**src/rtl/mips_pkg.sv**
```systemverilog
// mips_pkg: fetch FSM states, fetch-queue entry layout, NOP default.
// Entry carries exc only when FETCH_MISALIGN_CHK_EN is defined.
package mips_pkg;

  typedef enum logic [1:0] {
    IDLE,
    REQ,
    WAIT,
    DROP
  } fetch_state_e;

  localparam logic [31:0] NOP_INSTR_DEF = 32'h0000_0000;

  typedef struct packed {
    logic [31:0] instr;
    logic [31:0] pc;
`ifdef FETCH_MISALIGN_CHK_EN
    logic        exc;
`endif
  } fetch_entry_t;

endpackage

```
**src/rtl/fetch_unit_if.sv**
```systemverilog
// fetch_unit_if: imem request/response bus plus decode valid/ready.
// master = fetch unit side, slave = memory/decode side.
interface fetch_unit_if;

  logic        imem_req;
  logic [31:0] imem_addr;
  logic        imem_gnt;
  logic        imem_rvalid;
  logic [31:0] imem_rdata;
  logic        dec_valid;
  logic        dec_ready;
  logic [31:0] dec_instr;
  logic [31:0] dec_pc;
  logic        dec_exc;

  modport master (
    output imem_req,
    output imem_addr,
    input  imem_gnt,
    input  imem_rvalid,
    input  imem_rdata,
    output dec_valid,
    input  dec_ready,
    output dec_instr,
    output dec_pc,
    output dec_exc
  );

  modport slave (
    input  imem_req,
    input  imem_addr,
    output imem_gnt,
    output imem_rvalid,
    output imem_rdata,
    input  dec_valid,
    output dec_ready,
    input  dec_instr,
    input  dec_pc,
    input  dec_exc
  );

endinterface

```
**src/rtl/fetch_queue.sv**
```systemverilog
// fetch_queue: DEPTH-entry circular buffer of fetch entries.
// Ports: clk, rst_n, flush, wr_en/wr_data, rd_en/rd_data (head), count.
module fetch_queue
  import mips_pkg::*;
#(
  parameter int DEPTH = 2
) (
  input  logic                           clk,
  input  logic                           rst_n,
  input  logic                           flush,
  input  logic                           wr_en,
  input  fetch_entry_t                   wr_data,
  input  logic                           rd_en,
  output fetch_entry_t                   rd_data,
  output logic [$clog2(DEPTH+1)-1:0]     count
);

  localparam int PW = (DEPTH > 2) ? 2 : 1;

  fetch_entry_t  mem [DEPTH];
  logic [PW-1:0] wr_ptr;
  logic [PW-1:0] rd_ptr;

  function automatic logic [PW-1:0] nxt(
    input logic [PW-1:0] p
  );
    return (p == PW'(DEPTH - 1)) ? '0 : p + 1'b1;
  endfunction

  always_ff @(posedge clk or negedge rst_n) begin
    if (!rst_n) begin
      wr_ptr <= '0;
      rd_ptr <= '0;
      count  <= '0;
    end else if (flush) begin
      wr_ptr <= '0;
      rd_ptr <= '0;
      count  <= '0;
    end else begin
      if (wr_en) wr_ptr <= nxt(wr_ptr);
      if (rd_en) rd_ptr <= nxt(rd_ptr);
      unique case ({wr_en, rd_en})
        2'b10:   count <= count + 1'b1;
        2'b01:   count <= count - 1'b1;
        default: count <= count;
      endcase
    end
  end

  // storage needs no reset: count gates every read
  always_ff @(posedge clk) begin
    if (wr_en && !flush) mem[wr_ptr] <= wr_data;
  end

  assign rd_data = mem[rd_ptr];

endmodule

```
**src/rtl/fetch_unit.sv**
```systemverilog
// fetch_unit: IDLE/REQ/WAIT/DROP fetch FSM feeding a fetch_queue to decode.
// Ports: clk, rst_n, pc_in, pc_hold, flush, bus (fetch_unit_if.master). Option: FETCH_MISALIGN_CHK_EN.
module fetch_unit
  import mips_pkg::*;
#(
  parameter int          DEPTH     = 2,
  parameter logic [31:0] NOP_INSTR = NOP_INSTR_DEF
) (
  input  logic         clk,
  input  logic         rst_n,
  input  logic [31:0]  pc_in,
  output logic         pc_hold,
  input  logic         flush,
  fetch_unit_if.master bus
);

  localparam int         CW      = $clog2(DEPTH + 1);
  localparam logic [CW:0] DEPTH_W = (CW + 1)'(DEPTH);

  fetch_state_e  state;
  fetch_state_e  state_nxt;
  logic [CW-1:0] count;
  logic [CW:0]   fill;
  logic [CW:0]   fill_nxt;
  logic [31:0]   req_addr;
  logic          outstanding;
  logic          pop;
  logic          granted;
  logic          mis;
  logic          wr_en;
  fetch_entry_t  wr_data;
  fetch_entry_t  head;

  assign outstanding = (state == WAIT);
  assign pop         = bus.dec_valid & bus.dec_ready;
  assign granted     = bus.imem_req & bus.imem_gnt;
  assign fill        = {1'b0, count} + {{CW{1'b0}}, outstanding};
  // occupancy after a WAIT-state write, net of a same-cycle pop
  assign fill_nxt    = {1'b0, count} + (CW + 1)'(1)
                     - {{CW{1'b0}}, pop};

`ifdef FETCH_MISALIGN_CHK_EN
  assign mis = (state == REQ) && (pc_in[1:0] != 2'b00);
`else
  assign mis = 1'b0;
`endif

  always_ff @(posedge clk or negedge rst_n) begin
    if (!rst_n) state <= IDLE;
    else        state <= state_nxt;
  end

  always_ff @(posedge clk or negedge rst_n) begin
    if (!rst_n)       req_addr <= '0;
    else if (granted) req_addr <= {pc_in[31:2], 2'b00};
  end

  always_comb begin
    state_nxt = state;
    unique case (state)
      IDLE: begin
        if (!flush && fill < DEPTH_W) state_nxt = REQ;
      end
      REQ: begin
        if (flush)        state_nxt = granted ? DROP : IDLE;
        else if (mis)     state_nxt = IDLE;
        else if (granted) state_nxt = WAIT;
      end
      WAIT: begin
        if (bus.imem_rvalid)
          state_nxt = (!flush && fill_nxt < DEPTH_W) ? REQ : IDLE;
        else if (flush)
          state_nxt = DROP;
      end
      DROP: begin
        if (bus.imem_rvalid) state_nxt = IDLE;
      end
      default: state_nxt = IDLE;
    endcase
  end

  always_comb begin
    bus.imem_req  = 1'b0;
    bus.imem_addr = '0;
    wr_en         = 1'b0;
    wr_data       = '0;
    unique case (state)
      REQ: begin
        if (!mis) begin
          bus.imem_req  = 1'b1;
          bus.imem_addr = {pc_in[31:2], 2'b00};
        end else if (!flush) begin
          wr_en         = 1'b1;
          wr_data.instr = NOP_INSTR;
          wr_data.pc    = pc_in;
`ifdef FETCH_MISALIGN_CHK_EN
          wr_data.exc   = 1'b1;
`endif
        end
      end
      WAIT: begin
        if (bus.imem_rvalid && !flush) begin
          wr_en         = 1'b1;
          wr_data.instr = bus.imem_rdata;
          wr_data.pc    = req_addr;
        end
      end
      default: ;
    endcase
  end

  // a misaligned slot consumes the PC just like a granted fetch
  assign pc_hold = ~(granted | mis);

  fetch_queue #(
    .DEPTH (DEPTH)
  ) u_queue (
    .clk     (clk),
    .rst_n   (rst_n),
    .flush   (flush),
    .wr_en   (wr_en),
    .wr_data (wr_data),
    .rd_en   (pop),
    .rd_data (head),
    .count   (count)
  );

  assign bus.dec_valid = (count != '0);
  assign bus.dec_instr = bus.dec_valid ? head.instr : '0;
  assign bus.dec_pc    = bus.dec_valid ? head.pc : '0;
`ifdef FETCH_MISALIGN_CHK_EN
  assign bus.dec_exc   = bus.dec_valid & head.exc;
`else
  assign bus.dec_exc   = 1'b0;
`endif

endmodule

```
**src/flat_wrapper.sv**
```systemverilog
// flat-port wrapper written by rule: the top's interface ports become plain ports
module fetch_unit_flat import mips_pkg::*;
#(
  parameter int          DEPTH     = 2,
  parameter logic [31:0] NOP_INSTR = NOP_INSTR_DEF
)
  (clk, rst_n, pc_in, pc_hold, flush, bus_imem_req, bus_imem_addr, bus_imem_gnt, bus_imem_rvalid, bus_imem_rdata, bus_dec_valid, bus_dec_ready, bus_dec_instr, bus_dec_pc, bus_dec_exc);
  fetch_unit_if bus_i ();
  input  logic clk;
  input  logic rst_n;
  input  logic [31:0] pc_in;
  output logic pc_hold;
  input  logic flush;
  output wire logic [$bits(bus_i.imem_req)-1:0] bus_imem_req;
  output wire logic [$bits(bus_i.imem_addr)-1:0] bus_imem_addr;
  input wire logic [$bits(bus_i.imem_gnt)-1:0] bus_imem_gnt;
  input wire logic [$bits(bus_i.imem_rvalid)-1:0] bus_imem_rvalid;
  input wire logic [$bits(bus_i.imem_rdata)-1:0] bus_imem_rdata;
  output wire logic [$bits(bus_i.dec_valid)-1:0] bus_dec_valid;
  input wire logic [$bits(bus_i.dec_ready)-1:0] bus_dec_ready;
  output wire logic [$bits(bus_i.dec_instr)-1:0] bus_dec_instr;
  output wire logic [$bits(bus_i.dec_pc)-1:0] bus_dec_pc;
  output wire logic [$bits(bus_i.dec_exc)-1:0] bus_dec_exc;
  assign bus_imem_req = bus_i.imem_req;
  assign bus_imem_addr = bus_i.imem_addr;
  assign bus_i.imem_gnt = bus_imem_gnt;
  assign bus_i.imem_rvalid = bus_imem_rvalid;
  assign bus_i.imem_rdata = bus_imem_rdata;
  assign bus_dec_valid = bus_i.dec_valid;
  assign bus_i.dec_ready = bus_dec_ready;
  assign bus_dec_instr = bus_i.dec_instr;
  assign bus_dec_pc = bus_i.dec_pc;
  assign bus_dec_exc = bus_i.dec_exc;
  fetch_unit #(.DEPTH(DEPTH), .NOP_INSTR(NOP_INSTR)) u_core (.clk(clk), .rst_n(rst_n), .pc_in(pc_in), .pc_hold(pc_hold), .flush(flush), .bus(bus_i));
endmodule
```
**config.mk**
```make
export PLATFORM = sky130hd
export DESIGN_NAME = fetch_unit_flat
export DESIGN_NICKNAME = d
export VERILOG_FILES = /design/src/rtl/mips_pkg.sv /design/src/rtl/fetch_unit_if.sv /design/src/rtl/fetch_queue.sv /design/src/rtl/fetch_unit.sv /design/src/flat_wrapper.sv
export SDC_FILE = /design/constraint.sdc
export NUM_CORES = 1
export LEC_CHECK = 0
export CAP_MARGIN = 30
export CORE_ASPECT_RATIO = 1.5
export CORE_MARGIN = 2
export CORE_UTILIZATION = 40
export CTS_BUF_LIST = sky130_fd_sc_hd__clkbuf_4 sky130_fd_sc_hd__clkbuf_8
export DETAILED_ROUTE_END_ITERATION = 8
export PLACE_DENSITY = 0.67
export SYNTH_ARGS = -nofsm -noshare
export SYNTH_HDL_FRONTEND = slang
export SYNTH_SLANG_ARGS = --single-unit
```
**constraint.sdc**
```tcl
create_clock -name clk -period 10.29 [get_ports clk]
set_input_delay 1.029 -clock clk [delete_from_list [all_inputs] [get_ports clk]]
set_output_delay 1.029 -clock clk [all_outputs]
set_load 0.01 [all_outputs]
```
# Word level (Yosys, flattened, before mapping)
# Memories as Yosys holds them, arrays and structs flattened.
# Index checks and enable logic that the tools add are counted.
[word_totals]
n_memories = 1
in_bits = 70
ff_bits = 36
ram_bits = 128
elab_cells = 65
[classes]
reduce_logical = 11
bitwise_logic = 3
magnitude_cmp = 2
n_eq_ne = 9
n_addsub = 7
mux = 27
[memory_table]
columns = ["name", "depth", "word_bits", "read_ports", "rd_ports_with_merged_regs", "write_ports", "line", "source"]
rows = [
  ["u_core.u_queue.mem", 2, 64, 1, 0, 1, "fetch_queue.sv:20", "fetch_entry_t mem [DEPTH];"],
]
[ops]
columns = ["cell", "count"]
rows = [
  ["2-to-1 mux 64 bit", 2],
  ["2-to-1 mux 32 bit", 3],
  ["2-to-1 mux 2 bit", 8],
  ["2-to-1 mux 1 bit", 12],
  ["case mux 2 bit (4 select lines)", 1],
  ["equality test 2 bit, second input constant", 3],
  ["less-than comparator 3 x 2 -> 1 bit, second input constant", 2],
  ["nonzero test 2 bit", 3],
  ["equality test 2 x 1 -> 1 bit, second input constant", 2],
  ["logical AND 1 bit", 4],
  ["case mux 2 bit (2 select lines)", 1],
  ["AND reduction 4 bit", 1],
  ["adder 2 x 1 -> 3 bit", 1],
  ["adder 2 x 1 -> 3 bit, second input constant", 1],
  ["inequality test 3 x 2 -> 1 bit, second input constant", 1],
  ["inequality test 3 bit, second input constant", 1],
  ["nonzero test 3 bit", 1],
  ["subtractor 3 x 1 -> 3 bit", 1],
  ["adder 1 bit, second input constant", 2],
  ["adder 2 x 1 -> 2 bit, second input constant", 1],
  ["bitwise AND 1 bit", 2],
  ["zero test 2 bit", 1],
  ["inequality test 2 x 1 -> 1 bit, second input constant", 1],
  ["inequality test 2 bit, second input constant", 1],
  ["other kinds (3)", 3],
]

# Depth between registers and ports, before layout
[depth]
word_depth = 8
ltp_mapped = 5
depth_no_buf = 5

# Modules after synthesis
# A second synthesis with hierarchy kept.
[hier_totals]
cells_unflattened = 478
area_unflattened_um2 = 7379.6
[modules_own_cells]
columns = ["mod", "cells_each", "area_each_um2", "instances"]
rows = [
  ["fetch_queue", 218, 5028.6, 1],
  ["fetch_unit", 260, 2351.0, 1],
]

# Worst setup path before layout
# OpenSTA, ideal clock, no wires.
[synth_path]
path_type = "input -> register"
startpoint = "input flush"
endpoint = "memory u_core.u_queue.mem[0][10] (netlist bit) (enable)"
t_required_ns = 9.800
arrival_time_ns = 4.354
slack_ns = 5.447
setup_time_ns = 0.490
stages = 4
path_cell_list = "buf_2 nor3_4 buf_6 nor2b_1"
[synth_between]
elab_chain_cells = 7
[synth_lines]
columns = ["element", "line", "source"]
rows = [
  ["start: declaration", "flat_wrapper.sv:13", "input logic flush;"],
  ["zero test 1 bit (*)", "fetch_queue.sv:52, fetch_unit.sv:102", ""],
  ["logical AND 1 bit", "fetch_unit.sv:102", "if (bus.imem_rvalid && !flush) begin"],
  ["2-to-1 mux 1 bit", "fetch_unit.sv:102", ""],
  ["2-to-1 mux 1 bit", "n/a", ""],
  ["logical AND 1 bit (*)", "fetch_queue.sv:52", "if (wr_en && !flush) mem[wr_ptr] <= wr_data;"],
  ["2-to-1 mux 1 bit (*)", "fetch_queue.sv:52", ""],
  ["2-to-1 mux 1 bit (implied by the code) (*)", "fetch_queue.sv:52", ""],
  ["end: declaration", "fetch_queue.sv:20", ""],
]
# Every way passes the cells marked *; elsewhere a longest branch is shown, timed or not.

# Worst setup path in the final report
[layout_path]
startpoint = "register u_core.u_queue.count[0]"
endpoint = "output bus_dec_instr[15]"
[layout_between]
elab_chain_cells = 2
[layout_lines]
columns = ["element", "line", "source"]
rows = [
  ["start: declaration", "fetch_queue.sv:15", "output logic [$clog2(DEPTH+1)-1:0] count"],
  ["start signal: assignment", "fetch_queue.sv:43", "2'b10: count <= count + 1'b1;"],
  ["start signal: assignment", "fetch_queue.sv:44", "2'b01: count <= count - 1'b1;"],
  ["start signal: assignment", "fetch_queue.sv:45", "default: count <= count;"],
  ["nonzero test 2 bit", "fetch_unit.sv:128", "assign bus.dec_valid = (count != '0);"],
  ["2-to-1 mux 32 bit", "fetch_unit.sv:129", "assign bus.dec_instr = bus.dec_valid ? head.instr : '0;"],
  ["end: declaration", "flat_wrapper.sv:21", "output wire logic [$bits(bus_i.dec_instr)-1:0] bus_dec_instr;"],
]
# No other way between the ends.

==> flow_summary.yaml <==
outcome:
  status: "completed"
sta:
  finalSetupTns_ns: 0
  fmax_mhz: 271
  layout_setup_ws_ns: 6.60
  tightest_slew_ns: 0.875
  slew_headroom_pct: 41.7
  post-route-period-util_pct: 35.8
  whs_ns: 0.504
  hold_viol_final: 0
  grt_setup_unrepaired: "no"
  skew_ns: 0.0114
  setup_viol: 0
  slew_violations: 0
  period_needed_ns: 3.69
worst_setup_path:
  cp.arrival_ns: 2.66
  reg2reg_slack_ns: 7.80
  cp_cell_sequence: "nor2_4, buf_4, nor2_1, clkdlybuf4s50_1"
  crit_path_max_incr_delay_ns: 0.66
  crit_path_max_fanout: 34
  rr_worst_depth: 3
  timing.rr.start: "u_core.state[0]"
  crit_type: "reg2out"
  start_kind: "flop"
  r2r-end: "u_core.u_queue.mem[1][14]"
  required_ns: 9.26
  cp-end-kind: "output port"
  slowest_stage: "nor2_4"
finish:
  fin_cells: 858
  multi_input_area_mm2: 0.00202
  final_util_pct: 53.7
  fill_cells: 1435
  regArea_mm2: 0.00463
  final_nets: 704
  drive_gt1_share_pct: 11.7
  area_growth_pct: 32.0
  final_area_mm2: 0.00901
worst_hold_path:
  hp-start: "u_core.req_addr[8]"
  min_path_type: "reg2reg"
  holdPathEnd: "u_core.req_addr[8]"
  hold_path_depth: 1
floorplan:
  die_area_mm2: 0.0181
  die_h_um: 164
  start_util_pct: 40.7
  die_w_um: 111
  core_area_mm2: 0.0168
  num_rows: 58
  boundaryPins: 170
clock_tree:
  clk-insertion-delay-late_ns: 0.44
  cts_setup_buffers: 0
  cts_tree: "done"
  cts_sinks: 160
  htreeDepth: 4
  ctsHoldBuffers: 0
  cts_max_path_buffers: 2
  cts_resized: 0
  cts-buffers-inserted: 17
  path_clk_slew_ns: 0.09
  root_buffer: "clkbuf_8"
pwr:
  switching_share_pct: 27.5
  powerDensity_mw_per_mm2: 186
  finalPower_mw: 1.68
  switchingPower_mw: 0.462
  seq_power_share_pct: 49.1
  leakage_nw: 3.13
  p_comb_share_pct: 22.9
  clkPwrFrac_pct: 28.0
  internal_power_mw: 1.22
  vdd.ir_drop.worst_uv: 126
global_route:
  grt_overflow: 0
  grt_use_total_pct: 15.2
  grt_pass1_wl_um: 21600
  grt_max_degree: 68
  antenna_found_initial: 1
  grt_pass1_vias: 4429
synthesis:
  syn-instance-count: 478
  synth_top_area_cell: "edfxtp_1"
  syn_area_mm2: 0.00683
  synth_edf_count: 124
  synth_top_family_by_area: "multiplexers"
  synth_fa_ha_area_share_pct: 0
  muxShareOfSynthArea_pct: 14.3
  synthArstFlopShare_pct: 22.5
  synth-simple-area-share_pct: 13.4
  netlist.area_leader.share_pct: 54.6
  yosys-top-cells-area: "edfxtp_1 55%, dfrtp_1 13%, mux2i_1 9.1%, and2_1 8.5%, mux2_2 4.9%"
  synth_ff_type: "edfxtp_1"
  synth-seq-cells: 160
  synth.most_common_cell: "edfxtp_1"
  synthXorXnorAreaFrac_pct: 0.257
  syn_area_per_cell_um2: 14.3
  yosys_warnings: 0
  synth-compound-area-share_pct: 1.12
  synthDistinctLibCells: 32
  yosys-top-cells-count: "124 x edfxtp_1, 93 x and2_1, 65 x nor2_1, 62 x mux2i_1, 36 x dfrtp_1"
  yosysSeqAreaShare_pct: 67.8
run:
  cap_violations: 0
drt:
  dr.pass1.iters: 4
  wl_um: 13500
  via_per_inst: 4.81
  dr_total_vias: 4126
  wl_per_cell_um: 15.7
  drc: 0
  drt-initial-drc-count: 156
  antenna_left: 0
placement:
  dpl.cell_count: 825
  hpwlAfterDp_um: 8680
  placed_area_mm2: 0.00859
  gp_congestion: 0.717
  post-place-ws_ns: 6.57
  io_buffers: 162
cell type report:
cell class / count / share of cell area, %
Timing Repair Buffer: 166 / 18.5
Clock buffer: 18 / 2.75
Inverter: 5 / 0.208
Sequential cell: 160 / 51.4
Tap cell: 210 / 2.92
Clock inverter: 14 / 1.85
Antenna cell: 1 / 0.0278
Multi-Input combinational cell: 284 / 22.4
kinds of logic (layout without fill, tap and decap cells):
| family | after synthesis | after routing |
|---|---|---|
| other cells | 1 | 6 |
| simple gates | 171 | 171 |
| flops | 160 | 160 |
| xor+xnor | 2 | 2 |
| buf+inv | 38 | 203 |
| mux | 93 | 93 |
| compound gates | 13 | 13 |
cell usage in the layout, fill, tap and decap left out, types with 2 or more instances in the layout:
cell / netlist / layout
buf_4: 5 / 3
mux2i_1: 62 / 62
clkbuf_8: 2 / 18
o21ai_0: 4 / 4
a21oi_1: 5 / 5
edfxtp_1: 124 / 124
clkinv_4: 0 / 3
and2_1: 93 / 92
clkdlybuf4s50_1: 0 / 161
mux2_2: 30 / 30
inv_8: 0 / 6
inv_1: 5 / 5
nor2_1: 65 / 64
nor3_1: 2 / 2
conb_1: 1 / 5
nand2_1: 4 / 4
dfrtp_1: 36 / 35
inv_6: 0 / 3
per-layer routing:
metal / wire (um) / global-route usage, % / part of all wire (%) / vias up
li1: - / - / - / 1984
met1: 5130 / 16.5 / 38 / 2012
met2: 7440 / 28.6 / 55 / 114
met3: 646 / 3.95 / 4.8 / 16
met4: 246 / 5.80 / 1.8 / 0
met5: 0 / 0 / 0 / -
worst max-delay path: cells and delay by family, from the launching register on:
kind | cells | cell delay (ns)
buf+inv | 2 | 0.94
simple gates | 2 | 0.78
flops | 1 | 0.45
state kept, by name, summed over array words and instances (netlist names):
name / flops
u_core.u_queue.mem: 124
u_core.req_addr: 30
u_core.state: 2
u_core.u_queue.count: 2
u_core.u_queue.rd_ptr: 1
u_core.u_queue.wr_ptr: 1
power by group through the flow:
stage               Combinational [mW]  Sequential (mW)  Clock, mW
floorplan                        0.244            0.822          0
detailed placement               0.391            0.840          0
finish                           0.384            0.824      0.470
CTS                              0.394            0.825      0.484
global placement                 0.379            0.837          0
global route                     0.420            0.837      0.509
how the worst max path moves through the flow:
stage | start | endpoint | slack (ns) | cells after the start
6_report | u_core.u_queue.count[0] | bus_dec_instr[15] | 6.60 | 4
5_1_grt | u_core.u_queue.count[0] | bus_dec_valid | 6.39 | 4
4_1_cts | u_core.u_queue.count[0] | bus_dec_pc[24] | 6.51 | 4
3_5_place_dp | flush | u_core.u_queue.mem[1][42] | 6.57 | 4
3_3_place_gp | flush | u_core.u_queue.mem[1][41] | 6.59 | 4
2_1_floorplan | flush | u_core.u_queue.mem[0][10] | 5.45 | 4
Power figures use the tool's default switching activity.
